**config.mk**
```make
export PLATFORM = sky130hd
export DESIGN_NAME = layer_inter_bank_control_flat
export DESIGN_NICKNAME = d
export VERILOG_FILES = /design/src/rtl/layer_inter_bank_control_if.sv /design/src/rtl/layer_inter_bank_control.sv /design/src/flat_wrapper.sv
export SDC_FILE = /design/constraint.sdc
export NUM_CORES = 1
export LEC_CHECK = 0
export ABC_CLOCK_PERIOD_IN_PS = 1800
export CAP_MARGIN = 20
export CORE_AREA = 2 2 243 245
export CTS_CLUSTER_SIZE = 25
export DETAILED_ROUTE_END_ITERATION = 8
export DIE_AREA = 0 0 245 247
export SYNTH_ARGS = -nofsm -noshare
export SYNTH_HDL_FRONTEND = slang
export SYNTH_SLANG_ARGS = --single-unit
```
**constraint.sdc**
```tcl
create_clock -name clock -period 1.8 [get_ports clock]
set_clock_uncertainty 0.15 [all_clocks]
set_input_delay 0.36 -clock clock [delete_from_list [all_inputs] [get_ports clock]]
set_output_delay 0.36 -clock clock [all_outputs]
set_load 0.02 [all_outputs]
```
**src/rtl/layer_inter_bank_control_if.sv**
```systemverilog
// Bus bundle between the inter-bank controller and its surroundings:
// producer layer, consumer layer, and the NUM_BANKS feature-map RAM banks.
// The controller connects through the slave modport; the environment
// (layers plus RAM banks, or a testbench) connects through master.
interface layer_inter_bank_control_if #(
  parameter int NUM_BANKS  = 2,
  parameter int PTR_WIDTH  = 1,
  parameter int ADDR_WIDTH = 9,
  parameter int Q_WIDTH    = 64,
  parameter int CNT_WIDTH  = 16
);

  // Frame control
  logic                            enable;
  logic                            former_enable;
  logic                            former_reset;
  logic                            former_done;
  logic                            next_enable;
  logic                            next_reset;
  logic                            next_done;

  // Producer-side memory port
  logic [ADDR_WIDTH-1:0]           former_addr_a;
  logic [ADDR_WIDTH-1:0]           former_addr_b;
  logic                            former_rden_a;
  logic                            former_rden_b;
  logic                            former_wren_a;
  logic                            former_wren_b;
  logic [Q_WIDTH-1:0]              former_q_a;
  logic [Q_WIDTH-1:0]              former_q_b;

  // Consumer-side memory port
  logic [ADDR_WIDTH-1:0]           next_addr_a;
  logic [ADDR_WIDTH-1:0]           next_addr_b;
  logic                            next_rden_a;
  logic                            next_rden_b;
  logic                            next_wren_a;
  logic                            next_wren_b;
  logic [Q_WIDTH-1:0]              next_q_a;
  logic [Q_WIDTH-1:0]              next_q_b;

  // Per-bank RAM ports, bank i in slice i
  logic [NUM_BANKS*ADDR_WIDTH-1:0] bank_addr_a;
  logic [NUM_BANKS*ADDR_WIDTH-1:0] bank_addr_b;
  logic [NUM_BANKS-1:0]            bank_rden_a;
  logic [NUM_BANKS-1:0]            bank_rden_b;
  logic [NUM_BANKS-1:0]            bank_wren_a;
  logic [NUM_BANKS-1:0]            bank_wren_b;
  logic [NUM_BANKS*Q_WIDTH-1:0]    bank_q_a_all;
  logic [NUM_BANKS*Q_WIDTH-1:0]    bank_q_b_all;

  // Status
  logic [PTR_WIDTH:0]              occupancy;
  logic [CNT_WIDTH-1:0]            frames_out;
  logic                            err;

  modport slave (
    input  enable, former_done, next_done,
    input  former_addr_a, former_addr_b, former_rden_a, former_rden_b,
    input  former_wren_a, former_wren_b,
    input  next_addr_a, next_addr_b, next_rden_a, next_rden_b,
    input  next_wren_a, next_wren_b,
    input  bank_q_a_all, bank_q_b_all,
    output former_enable, former_reset, next_enable, next_reset,
    output former_q_a, former_q_b, next_q_a, next_q_b,
    output bank_addr_a, bank_addr_b, bank_rden_a, bank_rden_b,
    output bank_wren_a, bank_wren_b,
    output occupancy, frames_out, err
  );

  modport master (
    output enable, former_done, next_done,
    output former_addr_a, former_addr_b, former_rden_a, former_rden_b,
    output former_wren_a, former_wren_b,
    output next_addr_a, next_addr_b, next_rden_a, next_rden_b,
    output next_wren_a, next_wren_b,
    output bank_q_a_all, bank_q_b_all,
    input  former_enable, former_reset, next_enable, next_reset,
    input  former_q_a, former_q_b, next_q_a, next_q_b,
    input  bank_addr_a, bank_addr_b, bank_rden_a, bank_rden_b,
    input  bank_wren_a, bank_wren_b,
    input  occupancy, frames_out, err
  );

endinterface

```
**src/rtl/layer_inter_bank_control.sv**
```systemverilog
// Inter-layer buffer controller. NUM_BANKS feature-map RAM banks form a
// circular queue: the producer fills bank[wr_ptr] while the consumer drains
// bank[rd_ptr]. Each bank is FREE, FILLING, FULL or DRAINING; two small
// FSMs sequence the layers' reset/enable, and the bank ports are steered
// combinationally from the registered bank states.
module layer_inter_bank_control #(
  parameter int NUM_BANKS  = 2,
  parameter int PTR_WIDTH  = 1,
  parameter int ADDR_WIDTH = 9,
  parameter int Q_WIDTH    = 64,
  parameter int CNT_WIDTH  = 16
) (
  input  logic                     clock,
  input  logic                     reset,
  layer_inter_bank_control_if.slave bus
);

  typedef enum logic [1:0] {B_FREE, B_FILLING, B_FULL, B_DRAINING} bank_state_t;
  typedef enum logic [1:0] {P_IDLE, P_RST, P_RUN} p_state_t;
  typedef enum logic [1:0] {C_IDLE, C_RST, C_RUN} c_state_t;

  bank_state_t          r_bank_state     [NUM_BANKS];
  bank_state_t          w_bank_state_nxt [NUM_BANKS];
  p_state_t             r_p_state, w_p_state_nxt;
  c_state_t             r_c_state, w_c_state_nxt;
  logic [PTR_WIDTH-1:0] r_wr_ptr, r_rd_ptr;
  logic [CNT_WIDTH-1:0] r_frames_out;
  logic                 r_err;

  logic                 w_p_start, w_p_finish;
  logic                 w_c_start, w_c_finish;
  logic                 w_stray_done;
  logic [PTR_WIDTH:0]   w_occupancy;
  logic [Q_WIDTH-1:0]   w_q_a [NUM_BANKS];
  logic [Q_WIDTH-1:0]   w_q_b [NUM_BANKS];

  function automatic logic [PTR_WIDTH-1:0] ptr_inc(input logic [PTR_WIDTH-1:0] ptr);
    if (ptr == PTR_WIDTH'(NUM_BANKS - 1)) return '0;
    return ptr + 1'b1;
  endfunction

  // Producer FSM: claim the bank at wr_ptr once it is FREE, pulse reset, run to done
  always_comb begin
    // NOTE: every output of a combinational block gets a default first so no path leaves it unassigned (no latch).
    w_p_state_nxt = r_p_state;
    w_p_start     = 1'b0;
    w_p_finish    = 1'b0;
    case (r_p_state)
      P_IDLE: begin
        if (bus.enable && (r_bank_state[r_wr_ptr] == B_FREE)) begin
          w_p_state_nxt = P_RST;
          w_p_start     = 1'b1;
        end
      end
      P_RST:   w_p_state_nxt = P_RUN;
      P_RUN: begin
        if (bus.former_done) begin
          w_p_state_nxt = P_IDLE;
          w_p_finish    = 1'b1;
        end
      end
      default: w_p_state_nxt = P_IDLE;
    endcase
  end

  // Consumer FSM: drain whenever the bank at rd_ptr is FULL, regardless of enable
  always_comb begin
    w_c_state_nxt = r_c_state;
    w_c_start     = 1'b0;
    w_c_finish    = 1'b0;
    case (r_c_state)
      C_IDLE: begin
        if (r_bank_state[r_rd_ptr] == B_FULL) begin
          w_c_state_nxt = C_RST;
          w_c_start     = 1'b1;
        end
      end
      C_RST:   w_c_state_nxt = C_RUN;
      C_RUN: begin
        if (bus.next_done) begin
          w_c_state_nxt = C_IDLE;
          w_c_finish    = 1'b1;
        end
      end
      default: w_c_state_nxt = C_IDLE;
    endcase
  end

  // A done pulse outside the matching RUN state is a protocol error and is otherwise ignored
  assign w_stray_done = (bus.former_done && (r_p_state != P_RUN)) ||
                        (bus.next_done   && (r_c_state != C_RUN));

  // Bank ownership updates; producer and consumer events always hit different banks
  always_comb begin
    for (int i = 0; i < NUM_BANKS; i++) begin
      w_bank_state_nxt[i] = r_bank_state[i];
      if (r_wr_ptr == PTR_WIDTH'(i)) begin
        if (w_p_start)       w_bank_state_nxt[i] = B_FILLING;
        else if (w_p_finish) w_bank_state_nxt[i] = B_FULL;
      end
      if (r_rd_ptr == PTR_WIDTH'(i)) begin
        if (w_c_start)       w_bank_state_nxt[i] = B_DRAINING;
        else if (w_c_finish) w_bank_state_nxt[i] = B_FREE;
      end
    end
  end

  // State, pointer and counter registers
  always_ff @(posedge clock or negedge reset) begin
    if (!reset) begin
      r_p_state    <= P_IDLE;
      r_c_state    <= C_IDLE;
      r_wr_ptr     <= '0;
      r_rd_ptr     <= '0;
      r_frames_out <= '0;
      r_err        <= 1'b0;
      // NOTE: this is a handful of flops of bank status, not RAM, so resetting it is cheap and required.
      for (int i = 0; i < NUM_BANKS; i++) r_bank_state[i] <= B_FREE;
    end else begin
      // NOTE: non-blocking assignments so every register samples the pre-edge values.
      r_p_state <= w_p_state_nxt;
      r_c_state <= w_c_state_nxt;
      for (int i = 0; i < NUM_BANKS; i++) r_bank_state[i] <= w_bank_state_nxt[i];
      if (w_p_finish) r_wr_ptr <= ptr_inc(r_wr_ptr);
      if (w_c_finish) begin
        r_rd_ptr     <= ptr_inc(r_rd_ptr);
        r_frames_out <= r_frames_out + 1'b1;
      end
      if (w_stray_done) r_err <= 1'b1;
    end
  end

  // Occupancy counts banks holding a finished frame (FULL or DRAINING)
  always_comb begin
    w_occupancy = '0;
    for (int i = 0; i < NUM_BANKS; i++) begin
      if ((r_bank_state[i] == B_FULL) || (r_bank_state[i] == B_DRAINING))
        w_occupancy = w_occupancy + 1'b1;
    end
  end

  // Route producer ports to the FILLING bank and consumer ports to the DRAINING bank
  always_comb begin
    bus.bank_addr_a = '0;
    bus.bank_addr_b = '0;
    bus.bank_rden_a = '0;
    bus.bank_rden_b = '0;
    bus.bank_wren_a = '0;
    bus.bank_wren_b = '0;
    for (int i = 0; i < NUM_BANKS; i++) begin
      case (r_bank_state[i])
        B_FILLING: begin
          bus.bank_addr_a[i*ADDR_WIDTH +: ADDR_WIDTH] = bus.former_addr_a;
          bus.bank_addr_b[i*ADDR_WIDTH +: ADDR_WIDTH] = bus.former_addr_b;
          bus.bank_rden_a[i] = bus.former_rden_a;
          bus.bank_rden_b[i] = bus.former_rden_b;
          bus.bank_wren_a[i] = bus.former_wren_a;
          bus.bank_wren_b[i] = bus.former_wren_b;
        end
        B_DRAINING: begin
          bus.bank_addr_a[i*ADDR_WIDTH +: ADDR_WIDTH] = bus.next_addr_a;
          bus.bank_addr_b[i*ADDR_WIDTH +: ADDR_WIDTH] = bus.next_addr_b;
          bus.bank_rden_a[i] = bus.next_rden_a;
          bus.bank_rden_b[i] = bus.next_rden_b;
          bus.bank_wren_a[i] = bus.next_wren_a;
          bus.bank_wren_b[i] = bus.next_wren_b;
        end
        default: ;
      endcase
    end
  end

  // Split the flat read-data buses into per-bank words for pointer selection
  for (genvar g = 0; g < NUM_BANKS; g++) begin : g_q_split
    assign w_q_a[g] = bus.bank_q_a_all[g*Q_WIDTH +: Q_WIDTH];
    assign w_q_b[g] = bus.bank_q_b_all[g*Q_WIDTH +: Q_WIDTH];
  end

  assign bus.former_q_a    = w_q_a[r_wr_ptr];
  assign bus.former_q_b    = w_q_b[r_wr_ptr];
  assign bus.next_q_a      = w_q_a[r_rd_ptr];
  assign bus.next_q_b      = w_q_b[r_rd_ptr];

  assign bus.former_enable = (r_p_state == P_RUN);
  assign bus.former_reset  = (r_p_state == P_RST);
  assign bus.next_enable   = (r_c_state == C_RUN);
  assign bus.next_reset    = (r_c_state == C_RST);
  assign bus.occupancy     = w_occupancy;
  assign bus.frames_out    = r_frames_out;
  assign bus.err           = r_err;

endmodule

```
**src/flat_wrapper.sv**
```systemverilog
// flat-port wrapper written by rule: the top's interface ports become plain ports
module layer_inter_bank_control_flat 
#(
  parameter int NUM_BANKS  = 2,
  parameter int PTR_WIDTH  = 1,
  parameter int ADDR_WIDTH = 9,
  parameter int Q_WIDTH    = 64,
  parameter int CNT_WIDTH  = 16
)
  (clock, reset, bus_enable, bus_former_done, bus_next_done, bus_former_addr_a, bus_former_addr_b, bus_former_rden_a, bus_former_rden_b, bus_former_wren_a, bus_former_wren_b, bus_next_addr_a, bus_next_addr_b, bus_next_rden_a, bus_next_rden_b, bus_next_wren_a, bus_next_wren_b, bus_bank_q_a_all, bus_bank_q_b_all, bus_former_enable, bus_former_reset, bus_next_enable, bus_next_reset, bus_former_q_a, bus_former_q_b, bus_next_q_a, bus_next_q_b, bus_bank_addr_a, bus_bank_addr_b, bus_bank_rden_a, bus_bank_rden_b, bus_bank_wren_a, bus_bank_wren_b, bus_occupancy, bus_frames_out, bus_err);
  layer_inter_bank_control_if #(.NUM_BANKS(NUM_BANKS), .PTR_WIDTH(PTR_WIDTH), .ADDR_WIDTH(ADDR_WIDTH), .Q_WIDTH(Q_WIDTH), .CNT_WIDTH(CNT_WIDTH)) bus_i ();
  input  logic clock;
  input  logic reset;
  input wire logic [$bits(bus_i.enable)-1:0] bus_enable;
  input wire logic [$bits(bus_i.former_done)-1:0] bus_former_done;
  input wire logic [$bits(bus_i.next_done)-1:0] bus_next_done;
  input wire logic [$bits(bus_i.former_addr_a)-1:0] bus_former_addr_a;
  input wire logic [$bits(bus_i.former_addr_b)-1:0] bus_former_addr_b;
  input wire logic [$bits(bus_i.former_rden_a)-1:0] bus_former_rden_a;
  input wire logic [$bits(bus_i.former_rden_b)-1:0] bus_former_rden_b;
  input wire logic [$bits(bus_i.former_wren_a)-1:0] bus_former_wren_a;
  input wire logic [$bits(bus_i.former_wren_b)-1:0] bus_former_wren_b;
  input wire logic [$bits(bus_i.next_addr_a)-1:0] bus_next_addr_a;
  input wire logic [$bits(bus_i.next_addr_b)-1:0] bus_next_addr_b;
  input wire logic [$bits(bus_i.next_rden_a)-1:0] bus_next_rden_a;
  input wire logic [$bits(bus_i.next_rden_b)-1:0] bus_next_rden_b;
  input wire logic [$bits(bus_i.next_wren_a)-1:0] bus_next_wren_a;
  input wire logic [$bits(bus_i.next_wren_b)-1:0] bus_next_wren_b;
  input wire logic [$bits(bus_i.bank_q_a_all)-1:0] bus_bank_q_a_all;
  input wire logic [$bits(bus_i.bank_q_b_all)-1:0] bus_bank_q_b_all;
  output wire logic [$bits(bus_i.former_enable)-1:0] bus_former_enable;
  output wire logic [$bits(bus_i.former_reset)-1:0] bus_former_reset;
  output wire logic [$bits(bus_i.next_enable)-1:0] bus_next_enable;
  output wire logic [$bits(bus_i.next_reset)-1:0] bus_next_reset;
  output wire logic [$bits(bus_i.former_q_a)-1:0] bus_former_q_a;
  output wire logic [$bits(bus_i.former_q_b)-1:0] bus_former_q_b;
  output wire logic [$bits(bus_i.next_q_a)-1:0] bus_next_q_a;
  output wire logic [$bits(bus_i.next_q_b)-1:0] bus_next_q_b;
  output wire logic [$bits(bus_i.bank_addr_a)-1:0] bus_bank_addr_a;
  output wire logic [$bits(bus_i.bank_addr_b)-1:0] bus_bank_addr_b;
  output wire logic [$bits(bus_i.bank_rden_a)-1:0] bus_bank_rden_a;
  output wire logic [$bits(bus_i.bank_rden_b)-1:0] bus_bank_rden_b;
  output wire logic [$bits(bus_i.bank_wren_a)-1:0] bus_bank_wren_a;
  output wire logic [$bits(bus_i.bank_wren_b)-1:0] bus_bank_wren_b;
  output wire logic [$bits(bus_i.occupancy)-1:0] bus_occupancy;
  output wire logic [$bits(bus_i.frames_out)-1:0] bus_frames_out;
  output wire logic [$bits(bus_i.err)-1:0] bus_err;
  assign bus_i.enable = bus_enable;
  assign bus_i.former_done = bus_former_done;
  assign bus_i.next_done = bus_next_done;
  assign bus_i.former_addr_a = bus_former_addr_a;
  assign bus_i.former_addr_b = bus_former_addr_b;
  assign bus_i.former_rden_a = bus_former_rden_a;
  assign bus_i.former_rden_b = bus_former_rden_b;
  assign bus_i.former_wren_a = bus_former_wren_a;
  assign bus_i.former_wren_b = bus_former_wren_b;
  assign bus_i.next_addr_a = bus_next_addr_a;
  assign bus_i.next_addr_b = bus_next_addr_b;
  assign bus_i.next_rden_a = bus_next_rden_a;
  assign bus_i.next_rden_b = bus_next_rden_b;
  assign bus_i.next_wren_a = bus_next_wren_a;
  assign bus_i.next_wren_b = bus_next_wren_b;
  assign bus_i.bank_q_a_all = bus_bank_q_a_all;
  assign bus_i.bank_q_b_all = bus_bank_q_b_all;
  assign bus_former_enable = bus_i.former_enable;
  assign bus_former_reset = bus_i.former_reset;
  assign bus_next_enable = bus_i.next_enable;
  assign bus_next_reset = bus_i.next_reset;
  assign bus_former_q_a = bus_i.former_q_a;
  assign bus_former_q_b = bus_i.former_q_b;
  assign bus_next_q_a = bus_i.next_q_a;
  assign bus_next_q_b = bus_i.next_q_b;
  assign bus_bank_addr_a = bus_i.bank_addr_a;
  assign bus_bank_addr_b = bus_i.bank_addr_b;
  assign bus_bank_rden_a = bus_i.bank_rden_a;
  assign bus_bank_rden_b = bus_i.bank_rden_b;
  assign bus_bank_wren_a = bus_i.bank_wren_a;
  assign bus_bank_wren_b = bus_i.bank_wren_b;
  assign bus_occupancy = bus_i.occupancy;
  assign bus_frames_out = bus_i.frames_out;
  assign bus_err = bus_i.err;
  layer_inter_bank_control #(.NUM_BANKS(NUM_BANKS), .PTR_WIDTH(PTR_WIDTH), .ADDR_WIDTH(ADDR_WIDTH), .Q_WIDTH(Q_WIDTH), .CNT_WIDTH(CNT_WIDTH)) u_core (.clock(clock), .reset(reset), .bus(bus_i));
endmodule
```
==> run metrics <==
DR vias=about 7000; Initial Util=between 8 and 9%; Die Span X=approximately 250 µm; grt met3 use=2.04%; Routed wire per std cell=between 15 and 20 µm; CTS tree=yes; I/O pin count=about 630; GP Congestion=roughly 0.9; pin count of the biggest net entering global routing=28; Worst R2R Path Depth=7; Synth Flop Type=dfrtp_1; Yosys cell types=31; register bit total from synthesis=27; post-synth top area cell=mux2_2; Clk pwr share=under 10%; drt pass-1 iters=4; met1 global-route usage=roughly an eighth; NetSw=8410 µW; critical path class=flip-flop to output port; buffer levels on the longest clock path=2; HP Class=input pin to async pin; Tmin final=between 2 and 2.5 ns; Pint=between 9000 and 10000 µW; number of global-route vias before repair=between 7000 and 8000; cell area after layout=between 10000 and 15000 µm²; sequential share of the synthesized area=a little over an eighth; area occupied by multi-input gates=approximately 4200 µm²; Core Rows=89; leading cell type in the layout, fill and taps excluded=clkdlybuf4s50_1; initial antenna violation count=3; GR peak layer=met2; antenna-violating nets left=0; LEAKAGE=around 0.0057 µW; Sw Share=approximately 47%; achievable frequency=around 430 MHz; met2 Resource Use GR=22.9%; number of flops mapped to enable cells by yosys=0; Syn Area/Cell=around 10 µm²; ratio of cells with drive above 1 in the final layout=53.4%; Die Y=247 µm; final setup vio count=between 300 and 400; HPWL Detailed=around 32000 µm; pre-CTS setup slack=-0.488 ns; clk sinks=27; Net count, final=roughly 1500; Max IR drop VDD=581 µV; post-synth top area share=57.6%; Clock Latency Late Sink=0.27 ns; RSZ-0062 raised after global routing=true; CORE AREA=58200 µm²; commonest non-fill, non-tap cells in the layout=324 x clkdlybuf4s50_1, 239 x mux2_2, 144 x buf_4, 63 x dlygate4sd2_1; Critical Path AT=1.83 ns; Placed Area=12900 µm²; Combinational Power Share=between 90% and 100%; vias per cell=roughly 3.5; fin. max-slew vios=0; global-route wire length before repair=between 50000 and 60000 µm; clk slew on worst S/H paths=about 0.070 ns; FF+latch area=approximately 690 µm²; final wirelength=39300 µm; Hold Vio Cnt, Final=0; Mapped Nets=about 800; Die ar.=60500 µm²; fin util=22.6%; worst rel slew slack=78.7%; CTS Root Cell=clkbuf_16; synthesized area=5020 µm²; P per Cell Area=roughly 1400 nW/µm²; Ys Warns=0; max_cap viols=0; Syn Inst Count=492; failing checks=negative setup slack; Fill cells=approximately 6400; total track usage=between 10% and 20%; Critical R2R Launch=u_core.r_wr_ptr$_DFFE_PN0P_; Reg power frac=5.2%; Overflow after GRT=0; Async S/R FF share, synth=100%; CP Capture Type=output port; input/output buffers=between 600 and 700; hold bufs inserted after CTS=0; Hold Slack=between 0.2 and 0.3 ns; CP Launch Type=flip-flop; initial drt markers=between 150 and 200; Final period util=130%; crit path max fanout=10; Area contributors post-synth=mux2_2 58%, dfrtp_1 13%, mux2i_1 8.8%, nor2b_1 5.7%, buf_2 3.4%; Slew @ Worst Pin=0.320 ns; Critical Path RT=approximately 1.3 ns; area delta synth->final=162%; outcome=finished with violations; Setup crit start=u_core.r_rd_ptr$_DFFE_PN0N_; DRC=0; CTS buffer count=3; final worst slack=-0.537 ns; H-tree depth=1
==> flip-flops by register name, indices dropped and copies added, names as in the netlist <==
register,count
u_core.r_bank_state,4
u_core.r_p_state,2
u_core.bus.frames_out,16
u_core.bus.err,1
u_core.r_c_state,2
u_core.r_wr_ptr,1
u_core.r_rd_ptr,1
==> synth_stat cells, types with 4 or more instances <==
library cell / count
xor2_1: 6
inv_1: 4
clkbuf_1: 8
nand3_1: 6
buf_2: 34
nor2_1: 6
nand4_1: 4
dfrtp_1: 27
a21oi_1: 5
nor2b_1: 46
mux2i_1: 44
xnor2_1: 10
mux2_2: 257
nand2_1: 9
==> cells by family after synthesis <==
kind of cell	synth area share [%]
AOI/OAI and AO/OA	1.39
DFF	13.5
and+or+nand+nor	11.2
xor gates and xnor gates	2.79
muxes	66.4
adders and majority gates	0.498
buffers and inverters	4.28
==> power groups by stage <==
stage	Clock [µW]	Sequential (µW)	Combinational (µW)
after floorplan	0	891	7770
after global placement	0	915	15300
after detailed placement	0	922	15300
after CTS	563	910	15800
after global routing	577	947	17200
final	535	922	16300
==> path summary, 6_finish.rpt <==
kind / endpoint / slack [ns]
max in group asynchronous: u_core.r_wr_ptr$_DFFE_PN0P_ / 1.01
max reg2reg: u_core.r_bank_state[2]$_DFF_PN0_ / -0.11
max: bus_next_q_b[59] / -0.54
min in group clock: u_core.bus.frames_out[15]$_DFFE_PN0N_ / 0.33
min reg2reg: u_core.bus.frames_out[15]$_DFFE_PN0N_ / 0.33
min: u_core.r_bank_state[1]$_DFF_PN0_ / 0.30
==> per-stage QoR <==
step / total power, µW / cells / setup TNS (ns)
4_1_cts: 17300 / 1962 / -134.97
6_report: 17800 / 1996 / -104.76
5_1_grt: 18700 / 1996 / -119.89
3_5_place_dp: 16300 / 1939 / -113.00
3_3_place_gp: 16200 / 1939 / -110.71
2_1_floorplan: 8660 / 492 / 0
==> cell type report <==
cell class / count / share of cell area [%]
timing repair buffer: 766 / 54.6
clock inverter: 1 / 0.0571
inverter: 4 / 0.114
clock buffer: 3 / 0.571
sequential: 27 / 5.22
tap: 773 / 7.36
antenna: 3 / 0.0571
multi-input combinational: 419 / 32.0
==> timing repair <==
action,4_1_cts,5_1_grt
setup endpoints to repair,319,327
resized for setup,574,354
gates cloned,6,7
buffers inserted,13,24
hold endpoints to repair,0,0
==> layer usage <==
layer	routed length [µm]	share of wire, %	vias up
li1	-	-	3273
met3	2730	6.9	47
met4	1450	3.7	0
met2	21100	54	419
met5	0	0	-
met1	14000	36	3330
==> critical path: stages (launching register included) <==
cell and delay, ns:
dfrtp_4 0.51, buf_8 0.14, buf_16 0.14, buf_12 0.13
buf_12 0.13, mux2_2 0.31, buf_6 0.15
Power figures use the tool's default switching activity.
